`src/rtl/mu0_pkg.sv`:
```
// Shared definitions for the memory arbiter: default address/data widths and FSM state encoding.
package mu0_pkg;

    localparam int MAXDEPTH = 12;
    localparam int MAXWIDTH = 16;

    typedef enum logic [1:0] {
        ST_IDLE   = 2'd0,
        ST_ACCESS = 2'd1,
        ST_ACK    = 2'd2
    } arb_state_t;

    // One-hot grant vector: bit 0 = port A, bit 1 = port B.
    localparam logic [1:0] GNT_NONE = 2'b00;
    localparam logic [1:0] GNT_A    = 2'b01;
    localparam logic [1:0] GNT_B    = 2'b10;

endpackage

```
`src/rtl/mem_arb_pick.sv`:
```
// Grant selection between ports A and B.
// MEM_ARB_RR_EN defined: round-robin on last_gnt (1 = B granted last); otherwise fixed A priority.
module mem_arb_pick
    import mu0_pkg::*;
(
    input  logic       a_req,
    input  logic       b_req,
`ifdef MEM_ARB_RR_EN
    input  logic       last_gnt,
`endif
    output logic [1:0] grant
);

    always_comb begin
        grant = GNT_NONE;
`ifdef MEM_ARB_RR_EN
        if (a_req && b_req) begin
            grant = last_gnt ? GNT_A : GNT_B;
        end else if (a_req) begin
            grant = GNT_A;
        end else if (b_req) begin
            grant = GNT_B;
        end
`else
        if (a_req) begin
            grant = GNT_A;
        end else if (b_req) begin
            grant = GNT_B;
        end
`endif
    end

endmodule

```
`src/rtl/mem_arbiter.sv`:
```
// Two-port single-memory arbiter: IDLE -> ACCESS -> ACK, one access per three cycles.
// Define MEM_ARB_RR_EN for round-robin arbitration (default: fixed priority to port A).
module mem_arbiter
    import mu0_pkg::*;
#(
    parameter int AW = MAXDEPTH,
    parameter int DW = MAXWIDTH
) (
    input  logic          Clk,
    input  logic          nReset,
    input  logic          a_req,
    input  logic          a_we,
    input  logic [AW-1:0] a_addr,
    input  logic [DW-1:0] a_wdata,
    output logic          a_ack,
    output logic [DW-1:0] a_rdata,
    input  logic          b_req,
    input  logic          b_we,
    input  logic [AW-1:0] b_addr,
    input  logic [DW-1:0] b_wdata,
    output logic          b_ack,
    output logic [DW-1:0] b_rdata,
    output logic          mem_wen,
    output logic          mem_ren,
    output logic [AW-1:0] mem_addr,
    output logic [DW-1:0] mem_wdata,
    input  logic [DW-1:0] mem_rdata
);

    arb_state_t    r_state;
    arb_state_t    w_next;
    logic [1:0]    r_gnt;
    logic          r_we;
    logic [1:0]    w_grant;
    logic          w_load;
    logic          w_done;
    logic          w_win_we;
    logic [AW-1:0] w_win_addr;
    logic [DW-1:0] w_win_wdata;

`ifdef MEM_ARB_RR_EN
    logic          r_last_b;

    mem_arb_pick u_pick (
        .a_req    (a_req),
        .b_req    (b_req),
        .last_gnt (r_last_b),
        .grant    (w_grant)
    );
`else
    mem_arb_pick u_pick (
        .a_req (a_req),
        .b_req (b_req),
        .grant (w_grant)
    );
`endif

    assign w_win_we    = w_grant[1] ? b_we    : a_we;
    assign w_win_addr  = w_grant[1] ? b_addr  : a_addr;
    assign w_win_wdata = w_grant[1] ? b_wdata : a_wdata;

    always_comb begin
        w_next = r_state;
        w_load = 1'b0;
        w_done = 1'b0;
        case (r_state)
            ST_IDLE: begin
                if (a_req || b_req) begin
                    w_next = ST_ACCESS;
                    w_load = 1'b1;
                end
            end
            ST_ACCESS: begin
                w_next = ST_ACK;
                w_done = 1'b1;
            end
            ST_ACK:  w_next = ST_IDLE;
            default: w_next = ST_IDLE;
        endcase
    end

    // mem_* enables are set on the edge entering ACCESS so they are registered for exactly that cycle.
    always_ff @(posedge Clk) begin
        if (!nReset) begin
            r_state   <= ST_IDLE;
            r_gnt     <= GNT_NONE;
            r_we      <= 1'b0;
            mem_wen   <= 1'b0;
            mem_ren   <= 1'b0;
            mem_addr  <= '0;
            mem_wdata <= '0;
            a_ack     <= 1'b0;
            b_ack     <= 1'b0;
            a_rdata   <= '0;
            b_rdata   <= '0;
`ifdef MEM_ARB_RR_EN
            r_last_b  <= 1'b1;
`endif
        end else begin
            r_state <= w_next;
            mem_wen <= w_load & w_win_we;
            mem_ren <= w_load & ~w_win_we;
            a_ack   <= w_done & r_gnt[0];
            b_ack   <= w_done & r_gnt[1];
            if (w_load) begin
                r_gnt     <= w_grant;
                r_we      <= w_win_we;
                mem_addr  <= w_win_addr;
                mem_wdata <= w_win_wdata;
`ifdef MEM_ARB_RR_EN
                r_last_b  <= w_grant[1];
`endif
            end
            if (w_done && !r_we) begin
                if (r_gnt[0]) a_rdata <= mem_rdata;
                if (r_gnt[1]) b_rdata <= mem_rdata;
            end
        end
    end

endmodule

```
`config.mk`:
```
export PLATFORM = sky130hd
export DESIGN_NAME = mem_arbiter
export DESIGN_NICKNAME = d
export VERILOG_FILES = /design/src/rtl/mu0_pkg.sv /design/src/rtl/mem_arb_pick.sv /design/src/rtl/mem_arbiter.sv
export SDC_FILE = /design/constraint.sdc
export NUM_CORES = 1
export LEC_CHECK = 0
export ABC_AREA = 0
export CORE_ASPECT_RATIO = 1.4
export CORE_UTILIZATION = 39
export CTS_CLUSTER_DIAMETER = 60
export CTS_CLUSTER_SIZE = 24
export DETAILED_ROUTE_END_ITERATION = 8
export GPL_TIMING_DRIVEN = 0
export PLACE_DENSITY = 0.8
export SLEW_MARGIN = 5
export SYNTH_ARGS = -nofsm -noshare
export SYNTH_HDL_FRONTEND = slang
export SYNTH_SLANG_ARGS = --single-unit
```
`constraint.sdc`:
```
create_clock -name Clk -period 1.32 [get_ports Clk]
set_clock_uncertainty 0.05 [all_clocks]
set_input_delay 0.264 -clock Clk [delete_from_list [all_inputs] [get_ports Clk]]
set_output_delay 0.264 -clock Clk [all_outputs]
set_load 0.03 [all_outputs]
```
## Word-level counts from Yosys, hierarchy flattened

Index checks and enable logic that the tools add are counted.

| word-level totals | value |
|---|---|
| register bits | 69 |
| bits in latches | 0 |
| memory bits (writable) | 0 |
| ROM bits | 0 |
| input bits | 78 |
| output and inout port bits | 64 |
| memories kept | 0 |

| cells by class | value |
|---|---|
| add/subtract/negate cells | 0 |
| $mul | 0 |
| divide/modulo/power cells | 0 |
| $lt $le $gt $ge | 0 |
| eq/ne operators | 2 |
| shift-type cells | 0 |
| mux-type cells | 10 |
| bitwise logic cells | 5 |
| reductions and logical operators | 6 |

Operator list:

| operator | count |
|---|---|
| $mux 16 | 1 |
| $mux 12 | 1 |
| $mux 2 | 3 |
| $and 1x1->1 | 4 |
| $mux 1 | 4 |
| $pmux 2 s2 | 1 |
| $reduce_and 2->1 | 2 |
| $eq 2x1->1 const B | 1 |
| $logic_not 2->1 | 1 |
| $ne 2x2->1 const B | 1 |
| $logic_and 1x1->1 | 1 |
| $logic_not 1->1 | 1 |
| $logic_or 1x1->1 | 1 |
| $not 1->1 | 1 |

## Depth between registers and ports, before layout

| depth | value |
|---|---|
| word-level depth | 5 |
| depth in mapped cells | 5 |
| depth with buffers taken out | 4 |

## Hierarchy

Synthesis repeated with hierarchy kept, for this count alone.

| second synthesis, totals | value |
|---|---|
| cells, all modules | 264 |
| area, all modules | 2612.5 sq um |

Modules (own cells, without submodules):

| module | times used | cells each | area an instance (sq um) |
|---|---|---|---|
| mem_arbiter | 1 | 262 | 2591.2 |
| mem_arb_pick | 1 | 2 | 21.3 |

## Worst setup path after synthesis

No wires, ideal clock.

| timing path | value |
|---|---|
| kind | input to register |
| start point | in a_req |
| end point | reg mem_ren |
| library setup time | 0.115 ns |
| arrival | 0.927 ns |
| required time | 1.155 ns |
| setup slack | 0.228 ns |
| stages | 5 |
| path buffers | 2 |
| path through | nand2b_4 > buf_6 > buf_6 > mux2i_2 > and2_1 |

| on the way | value |
|---|---|
| cells in the longest elaborated chain, start to end | 4 |
| elaborated cells between the ends (all ways) | 7 |
| classes of those cells | mux: 4; bitwise: 2; reduce/logical: 1 |

RTL lines:

| item | line | text |
|---|---|---|
| from (decl) | mem_arbiter.sv:11 | `input logic a_req,` |
| $logic_or 1x1->1 or $mux 2 (tied branches) | mem_arbiter.sv:68, mem_arb_pick.sv:25 |  |
| $mux 1 (on tied branches) | mem_arbiter.sv:68, mem_arbiter.sv:58 |  |
| $mux 1 or $not 1->1 (tied branches) | mem_arbiter.sv:66, mem_arbiter.sv:102 |  |
| $and 1x1->1 (*) | mem_arbiter.sv:102 | `mem_ren <= w_load & ~w_win_we;` |
| to (signal assigned) | mem_arbiter.sv:102 |  |
| to (decl) | mem_arbiter.sv:24 | `output logic mem_ren,` |

Mark *: on every way between the ends. The rest lies on a longest branch, timed or not.
A chain may end at the register's enable or synchronous reset.

## Final worst setup path

| timing path | value |
|---|---|
| start point | reg a_rdata[8] |
| end point | out a_rdata[8] |

RTL lines:

| item | line | text |
|---|---|---|
| from (decl) | mem_arbiter.sv:16 | `output logic [DW-1:0] a_rdata,` |
| from (signal assigned) | mem_arbiter.sv:115 | `if (r_gnt[0]) a_rdata <= mem_rdata;` |

No word-level cell between the ends.

==> results.rst <==
.. list-table::
   :header-rows: 1

   * - Metric
     - Value
   * - Routed wire length
     - 7250 um
   * - Vias in the first global route
     - 2,550
   * - Worst vdd rail ir drop
     - ~0.0006 V
   * - CP Data Required Time
     - about 1 ns
   * - DRC Markers
     - 12
   * - Via count of the routed design
     - 2,582
   * - Synthesized netlist cell count
     - 263
   * - Number of distinct library cells after synthesis
     - 23
   * - Fraction of synthesized cell area taken by the top area cell type
     - 52.7%
   * - R2R setup slack
     - 0.04 ns
   * - Failing checks
     - DRC
   * - Most used flip-flop cell after synthesis
     - sky130_fd_sc_hd__dfxtp_1
   * - Growth of design area from synthesis to finish
     - 59.6%
   * - Final design instance area without fill
     - 4180 um^2
   * - Avg Inst Size Synth
     - 9.96 um^2
   * - Die height
     - 99.0 um
   * - Clock latency of the later-clocked register in the worst-skew pair
     - 0.34 ns
   * - Number of buffers created by CTS
     - 9
   * - Cell area power density
     - 1230 nW/um^2
   * - Clk sink count
     - 69
   * - Per-cell routed wire length
     - 14.6 um
   * - Standard cell core area
     - 6530 um^2
   * - Total of endpoints with negative setup slack in the final report
     - 0
   * - Ranking of synthesized cells by area
     - sky130_fd_sc_hd__dfxtp_1, sky130_fd_sc_hd__mux2i_1, sky130_fd_sc_hd__o2bb2ai_1
   * - Post-synth EDFFs
     - 0
   * - Unrepaired setup endpoints after global routing
     - no
   * - Global-route wire length before repair
     - approximately 11,000 um
   * - Kind of cell adding the most delay to the critical path
     - flip-flops
   * - CP Data Arrival Time
     - 0.97 ns
   * - Standard-cell row count
     - 35
   * - Initial core utilization
     - 40.1%
   * - Antenna viol nets, final
     - 0
   * - Synthesis warning total
     - 0
   * - Area after detailed placement
     - 4110 um^2
   * - Total congestion overflow after global routing
     - 0
   * - Initial detailed-routing violation count
     - 117
   * - Worst setup path category
     - reg2out
   * - Total standard cell area after synthesis
     - 2620 um^2
   * - Measured slew at the worst slew-check pin
     - 0.517 ns
   * - Fmax
     - 780 MHz
   * - Final Max Slew Viols
     - 0
   * - Syn_nets
     - 341
   * - Outcome
     - finished, violations left
   * - Sequential-to-total area share from yosys stat
     - roughly 53%
   * - Setup TNS
     - 0 ns
   * - Slowest stage delay, CP
     - 0.34 ns
   * - CTS H-tree depth
     - 3
   * - Maximum count of clock buffers along a single path
     - 2
   * - Count of boundary I/O pins
     - 142
   * - Pin count of the biggest net entering global routing
     - 13
   * - Clock tree from TritonCTS
     - done
   * - Overall power after layout
     - between 5 and 6 mW
   * - Time the final worst path needs with I/O delays and setup
     - between 1 and 1.5 ns
   * - Critical-path top delay cell
     - sky130_fd_sc_hd__dfxtp_1
   * - Worst min-delay path category
     - in2reg
   * - TritonRoute pass-1 iters
     - 6
   * - Number of buffers inserted by port buffering
     - 140
   * - Worst-case hold slack
     - 0.175 ns
   * - All-Layer GR Usage
     - 20.7%
   * - Die boundary width
     - 71.3 um
   * - Post-synth top area cell
     - sky130_fd_sc_hd__dfxtp_1
   * - Die Area
     - 7050 um^2
   * - Initial antenna violation count
     - 0
   * - Max capacitance violation total
     - 0
   * - Clock edge transition at the registers on the reported setup and hold paths
     - 0.07 ns
   * - Crit start category
     - flip-flop
   * - Cell leakage power
     - 1.85 nW
   * - Share of synthesized registers carrying an async set or reset
     - 0%
   * - Critical path, cell by cell
     - clkdlybuf4s15_2
   * - Number of vias per cell
     - 5.22
   * - Maximum fanout along the worst path
     - 2
   * - Estimated wirelength of the detail-placed design
     - 5470 um
   * - Tcrit/Tclk final
     - 97.1%
   * - Max_slew headroom
     - 65.5%
   * - Final weighted congestion in routability-driven placement
     - approximately 0.84
   * - Final-report hold violation count
     - 0
   * - Setup slack after placement
     - -0.560 ns
   * - Clock root buffer
     - sky130_fd_sc_hd__clkbuf_8
   * - Fraction of final layout cells with drive strength greater than 1
     - roughly a quarter
   * - Worst Setup Slack, final
     - 0.0385 ns
   * - Antenna cells
     - 0
   * - Buffers and inverters on the worst path
     - 1
   * - Net count, final
     - ~490
   * - Number of register bits inferred by synthesis
     - 69
   * - Worst Setup End Kind
     - output pin
   * - Final-layout fill cell count
     - roughly 580
per-stage QoR:
stage               instances  util (%)
floorplan                 263         -
detailed placement        477      63.0
global placement          477      63.0
global route              495      64.0
finish                    495      64.0
CTS                       493      67.8
Yosys cell counts, types with 2 or more instances:
master	n
sky130_fd_sc_hd__dfxtp_1	69
sky130_fd_sc_hd__nand2_1	32
sky130_fd_sc_hd__nand3_1	32
sky130_fd_sc_hd__o21ai_0	31
sky130_fd_sc_hd__o2bb2ai_1	30
sky130_fd_sc_hd__mux2i_1	28
sky130_fd_sc_hd__buf_2	12
sky130_fd_sc_hd__clkbuf_1	6
sky130_fd_sc_hd__nor2_1	3
sky130_fd_sc_hd__and2_1	2
sky130_fd_sc_hd__and3_1	2
sky130_fd_sc_hd__and4bb_2	2
sky130_fd_sc_hd__buf_4	2
sky130_fd_sc_hd__buf_6	2
sky130_fd_sc_hd__clkbuf_2	2
path summary, 6_finish.rpt:
check | startpoint | to | cells after the start
worst max-delay path | a_rdata[8]$_SDFFE_PN0P_ | a_rdata[8] | 1
worst max register to register | r_state[1]$_SDFFE_PN0P_ | a_rdata[14]$_SDFFE_PN0P_ | 4
worst min register to register | a_rdata[4]$_SDFFE_PN0P_ | a_rdata[4]$_SDFFE_PN0P_ | 2
worst min-delay path | a_req | r_gnt[0]$_SDFFE_PN0P_ | 2
worst reg2reg max path: stages (launching register included):
cell and delay [ns]:
sky130_fd_sc_hd__dfxtp_1 0.35, sky130_fd_sc_hd__and4bb_2 0.38, sky130_fd_sc_hd__buf_2 0.24, sky130_fd_sc_hd__nand3_1 0.10, sky130_fd_sc_hd__o21ai_0 0.08
cell usage in the layout, fill, tap and decap left out:
cell | netlist | layout
sky130_fd_sc_hd__mux2i_2 | 1 | 5
sky130_fd_sc_hd__dfxtp_1 | 69 | 69
sky130_fd_sc_hd__o21ai_1 | 1 | 1
sky130_fd_sc_hd__buf_2 | 12 | 65
sky130_fd_sc_hd__clkinv_2 | 0 | 1
sky130_fd_sc_hd__nand2b_4 | 1 | 1
sky130_fd_sc_hd__inv_1 | 1 | 1
sky130_fd_sc_hd__mux2i_1 | 28 | 23
sky130_fd_sc_hd__buf_12 | 0 | 2
sky130_fd_sc_hd__clkdlybuf4s50_1 | 0 | 74
sky130_fd_sc_hd__clkbuf_2 | 2 | 2
sky130_fd_sc_hd__bufinv_16 | 0 | 2
sky130_fd_sc_hd__mux2i_4 | 0 | 1
sky130_fd_sc_hd__and3_1 | 2 | 2
sky130_fd_sc_hd__and4bb_2 | 2 | 2
sky130_fd_sc_hd__nand3b_1 | 1 | 1
sky130_fd_sc_hd__and2_1 | 2 | 2
sky130_fd_sc_hd__o31a_1 | 1 | 1
sky130_fd_sc_hd__nor2b_1 | 1 | 1
sky130_fd_sc_hd__dlymetal6s2s_1 | 0 | 2
sky130_fd_sc_hd__buf_8 | 0 | 1
sky130_fd_sc_hd__clkdlybuf4s15_2 | 0 | 8
sky130_fd_sc_hd__nand3_1 | 32 | 32
sky130_fd_sc_hd__o21ai_0 | 31 | 31
sky130_fd_sc_hd__clkbuf_8 | 0 | 11
sky130_fd_sc_hd__a22o_1 | 1 | 1
sky130_fd_sc_hd__buf_6 | 2 | 4
sky130_fd_sc_hd__clkbuf_1 | 6 | 4
sky130_fd_sc_hd__o2bb2ai_1 | 30 | 30
sky130_fd_sc_hd__clkinv_4 | 0 | 2
sky130_fd_sc_hd__clkbuf_4 | 0 | 2
sky130_fd_sc_hd__nor2_1 | 3 | 3
sky130_fd_sc_hd__buf_4 | 2 | 2
sky130_fd_sc_hd__nand2_1 | 32 | 32
sequential cells by signal, indices dropped and copies added, names as in the netlist:
register   flops
a_ack          1
a_rdata       16
r_we           1
b_rdata       16
mem_wdata     16
mem_ren        1
mem_wen        1
r_state        2
r_gnt          2
mem_addr      12
b_ack          1
where the power goes:
part	leakage (nW)	internal [mW]	switching, mW
combinational	1.17	0.437	0.483
sequential	0.563	2.20	0.0583
clock	0.120	1.17	0.801
routing by layer:
metal  share of wire (%)  track usage (%)  up-vias
li1                    -                -     1250
met3                 8.0             7.36       14
met1                  39             21.0     1184
met5                   0                0        -
met4                 2.6             9.85        0
met2                  50             37.1      134
layout make-up:
cell class	count	area [um^2]	area share [%]
buffer	24	188	4.49
inverter	1	3.75	0.0898
multi-input combinational	169	1130	27.1
sequential	69	1380	33.1
clock buffer	11	151	3.62
clock inverter	5	82.6	1.98
tap	74	92.6	2.22
timing repair buffer	142	1150	27.5
cells by family (layout without fill, tap and decap cells):
| kind of cell | count (synthesis) | count (layout) | synth area share, % |
|---|---|---|---|
| buffers and inverters | 25 | 183 | 5.11 |
| AOI/OAI and AO/OA | 64 | 64 | 16.8 |
| DFF | 69 | 69 | 52.7 |
| and+or+nand+nor | 76 | 76 | 14.1 |
| muxes | 29 | 29 | 11.2 |
what timing repair did:
item                                    4_1_cts  5_1_grt
hold buffers                                  0        0
endpoints found under the setup margin       86       99
pin swaps                                     0        0
cloned                                        0        1
resized for setup                           203      131
buffers inserted                              0        1
(Power assumes the default switching activity.)
==> RTL edit (same flow settings) <==
Build with the macro `MEM_ARB_RR_EN` defined.
--- a/src/rtl/mem_arb_pick.sv
+++ b/src/rtl/mem_arb_pick.sv
@@ -1,5 +1,7 @@
 // Grant selection between ports A and B.
 // MEM_ARB_RR_EN defined: round-robin on last_gnt (1 = B granted last); otherwise fixed A priority.
+`define MEM_ARB_RR_EN
+
 module mem_arb_pick
     import mu0_pkg::*;
 (
Check against the original RTL: not equivalent (a bounded check fails within 10 cycles, from zero or initial values and one cycle with nReset low).
==> RTL edit against the unedited design <==
- the flow finishes with violations (negative setup slack)
- fmax decreased by 4.4%
- total power increased by 4.7%
- synthesized cell count increased by 29%
- area after synthesis increased by 8.4%
- clock power decreased by 10%
- combinational power increased by 39%
- first-iteration DRC count increased by 11%
- cell area increased by 7.4%
- setup slack got worse by 0.059 ns
- sequential power increased by 4%
- routed wire length increased by 22%
- sequential cell count increased by 1
- critical endpoint is now mem_addr[5]
==> RTL edit: results <==
metrics = {
    "outcome": {
        "outcome": "finished, violations left",
        "violations": "negative setup slack",
    },
    "placed_design": {
        "place_ws_ns": -0.655,
        "place.port_buffers": 140,
        "hpwl_um": 6470,
        "gp_congestion": 0.856,
    },
    "min_path": {
        "hold_path_class": "in -> reg",
        "hold_path_end": "r_state[0]",
        "min_from": "nReset",
    },
    "clocking": {
        "clk_pin_slew_ns": 0.08,
        "clockBufferDepth": 2,
        "htree_levels": 3,
        "cts_buffers": 9,
        "root_buffer": "clkbuf_8",
    },
    "detailed_routing": {
        "via_per_inst": 5.19,
        "drtIter0Drc": 130,
        "avgRoutedWirePerCell_um": 15.0,
        "dr.pass1.iters": 4,
    },
    "finish": {
        "diodes": 0,
        "drive_above_1_share_pct": 27.2,
        "reg_top3": "a_rdata x16, b_rdata x16, mem_wdata x16",
        "n_fill_cell": 628,
        "finalNonFillerCells": 591,
        "fin_nets": 569,
    },
    "yosys": {
        "synth-seq-area-share_pct": 49.4,
        "synth.avg_cell_area_um2": 8.40,
        "ys_types": 28,
        "ys.flop_type": "dfxtp_1",
        "synth_nets": 416,
        "async_flop_share_pct": 0,
        "synthTopCellsByArea": "dfxtp_1 49%, nand2_1 12%, nand3_1 5.6%, a311oi_1 5.6%, o21ai_0 5.5%",
        "synth_xor_area_share_pct": 0,
        "synthAdderAreaFrac_pct": 0,
        "synthMuxAreaShare_pct": 0.353,
        "synth-compound-area-share_pct": 23.3,
        "ys_top_cells_by_count": "89 x nand2_1, 70 x dfxtp_1, 32 x nand3_1, 31 x o21ai_0, 29 x a21oi_1",
        "synth.most_common_cell": "nand2_1",
    },
    "critical_path": {
        "slowest_delay_ns": 0.36,
        "crit_family": "compound AO/OA/AOI/OAI gates",
        "crit_arrival_ns": 1.53,
        "crit_type": "reg -> reg",
        "crit_slowest_cell": "dfxtp_4",
        "r2r_end": "mem_addr[5]",
        "reg2regPathDepth": 4,
        "cp_max_fo": 10,
        "reg2reg_from": "r_last_b",
    },
    "grt": {
        "gr-usage-all-layers_pct": 23.2,
        "grt_pass1_wl_um": 13500,
        "antenna_found_initial": 0,
        "first_global_vias": 3008,
        "grt_max_degree": 13,
    },
    "sta": {
        "fin_ws_ns": -0.0201,
        "setup_viol": 1,
        "worst_slew_pin_slew_ns": 0.668,
        "totalNegativeSetupSlack_ns": -0.0201,
    },
    "pwr": {
        "ir_worst_vdd_uv": 823,
        "p_leak_nw": 1.83,
    },
    "floorplan": {
        "start_util_pct": 40.7,
    },
}
## RTL edit: cell type report
class | count | share of cell area (%)
flip-flops and latches | 70 | 31.4
multi-input cells | 234 | 30.0
repair buffers | 143 | 26.4
plain buffers | 32 | 4.77
clock buffers | 11 | 3.37
well taps | 95 | 2.65
clock inverters | 5 | 1.28
inverters | 1 | 0.0837
## RTL edit: routing by layer
metal	global-route usage [%]	wire, um	vias to the layer above	share of wire [%]
met5	0	0	-	0
met1	24.3	3420	1414	39
li1	-	-	1495	-
met4	9.62	194	0	2.2
met3	8.02	639	19	7.2
met2	41.7	4600	139	52
## RTL edit: how the worst max path moves through the flow
stage / end / slack, ns / depth (start not counted)
after floorplan: mem_addr[0] / 0.007 / 6
after global placement: mem_wdata[9] / -0.63 / 6
after detailed placement: mem_wdata[12] / -0.65 / 6
after CTS: a_rdata[3] / -0.02 / 1
after global routing: mem_addr[5] / -0.05 / 4
final: mem_addr[5] / -0.02 / 4
## RTL edit: cells by family after synthesis
group | count (synthesis)
buffers and inverters | 34
DFF | 70
AOI/OAI and AO/OA | 95
and+or+nand+nor | 138
muxes | 1
## RTL edit: timing repair
| item | in CTS | in global routing |
|---|---|---|
| pin swaps | 0 | 2 |
| gates resized for setup | 233 | 124 |
| setup buffers | 1 | 2 |
| setup endpoints to repair | 128 | 111 |
## RTL edit: per-stage QoR
| stage | hold WS (ns) | total power, W | util (%) | cell area, um2 |
|---|---|---|---|---|
| floorplan | 0.344 | 0.00306 | - | 2840 |
| CTS | 0.222 | 0.00542 | 67.0 | 4680 |
| detailed placement | 0.393 | 0.00367 | 62.4 | 4360 |
| finish | 0.226 | 0.00539 | 64.3 | 4490 |
| global placement | 0.389 | 0.00365 | 62.4 | 4360 |
| global route | 0.222 | 0.00563 | 64.3 | 4490 |
## RTL edit: power by group
group          total (W)  switching [W]  internal [W]
clock            0.00177       0.000797      0.000972
sequential       0.00234      0.0000831       0.00226
combinational    0.00128       0.000715      0.000565
total            0.00539        0.00160       0.00379
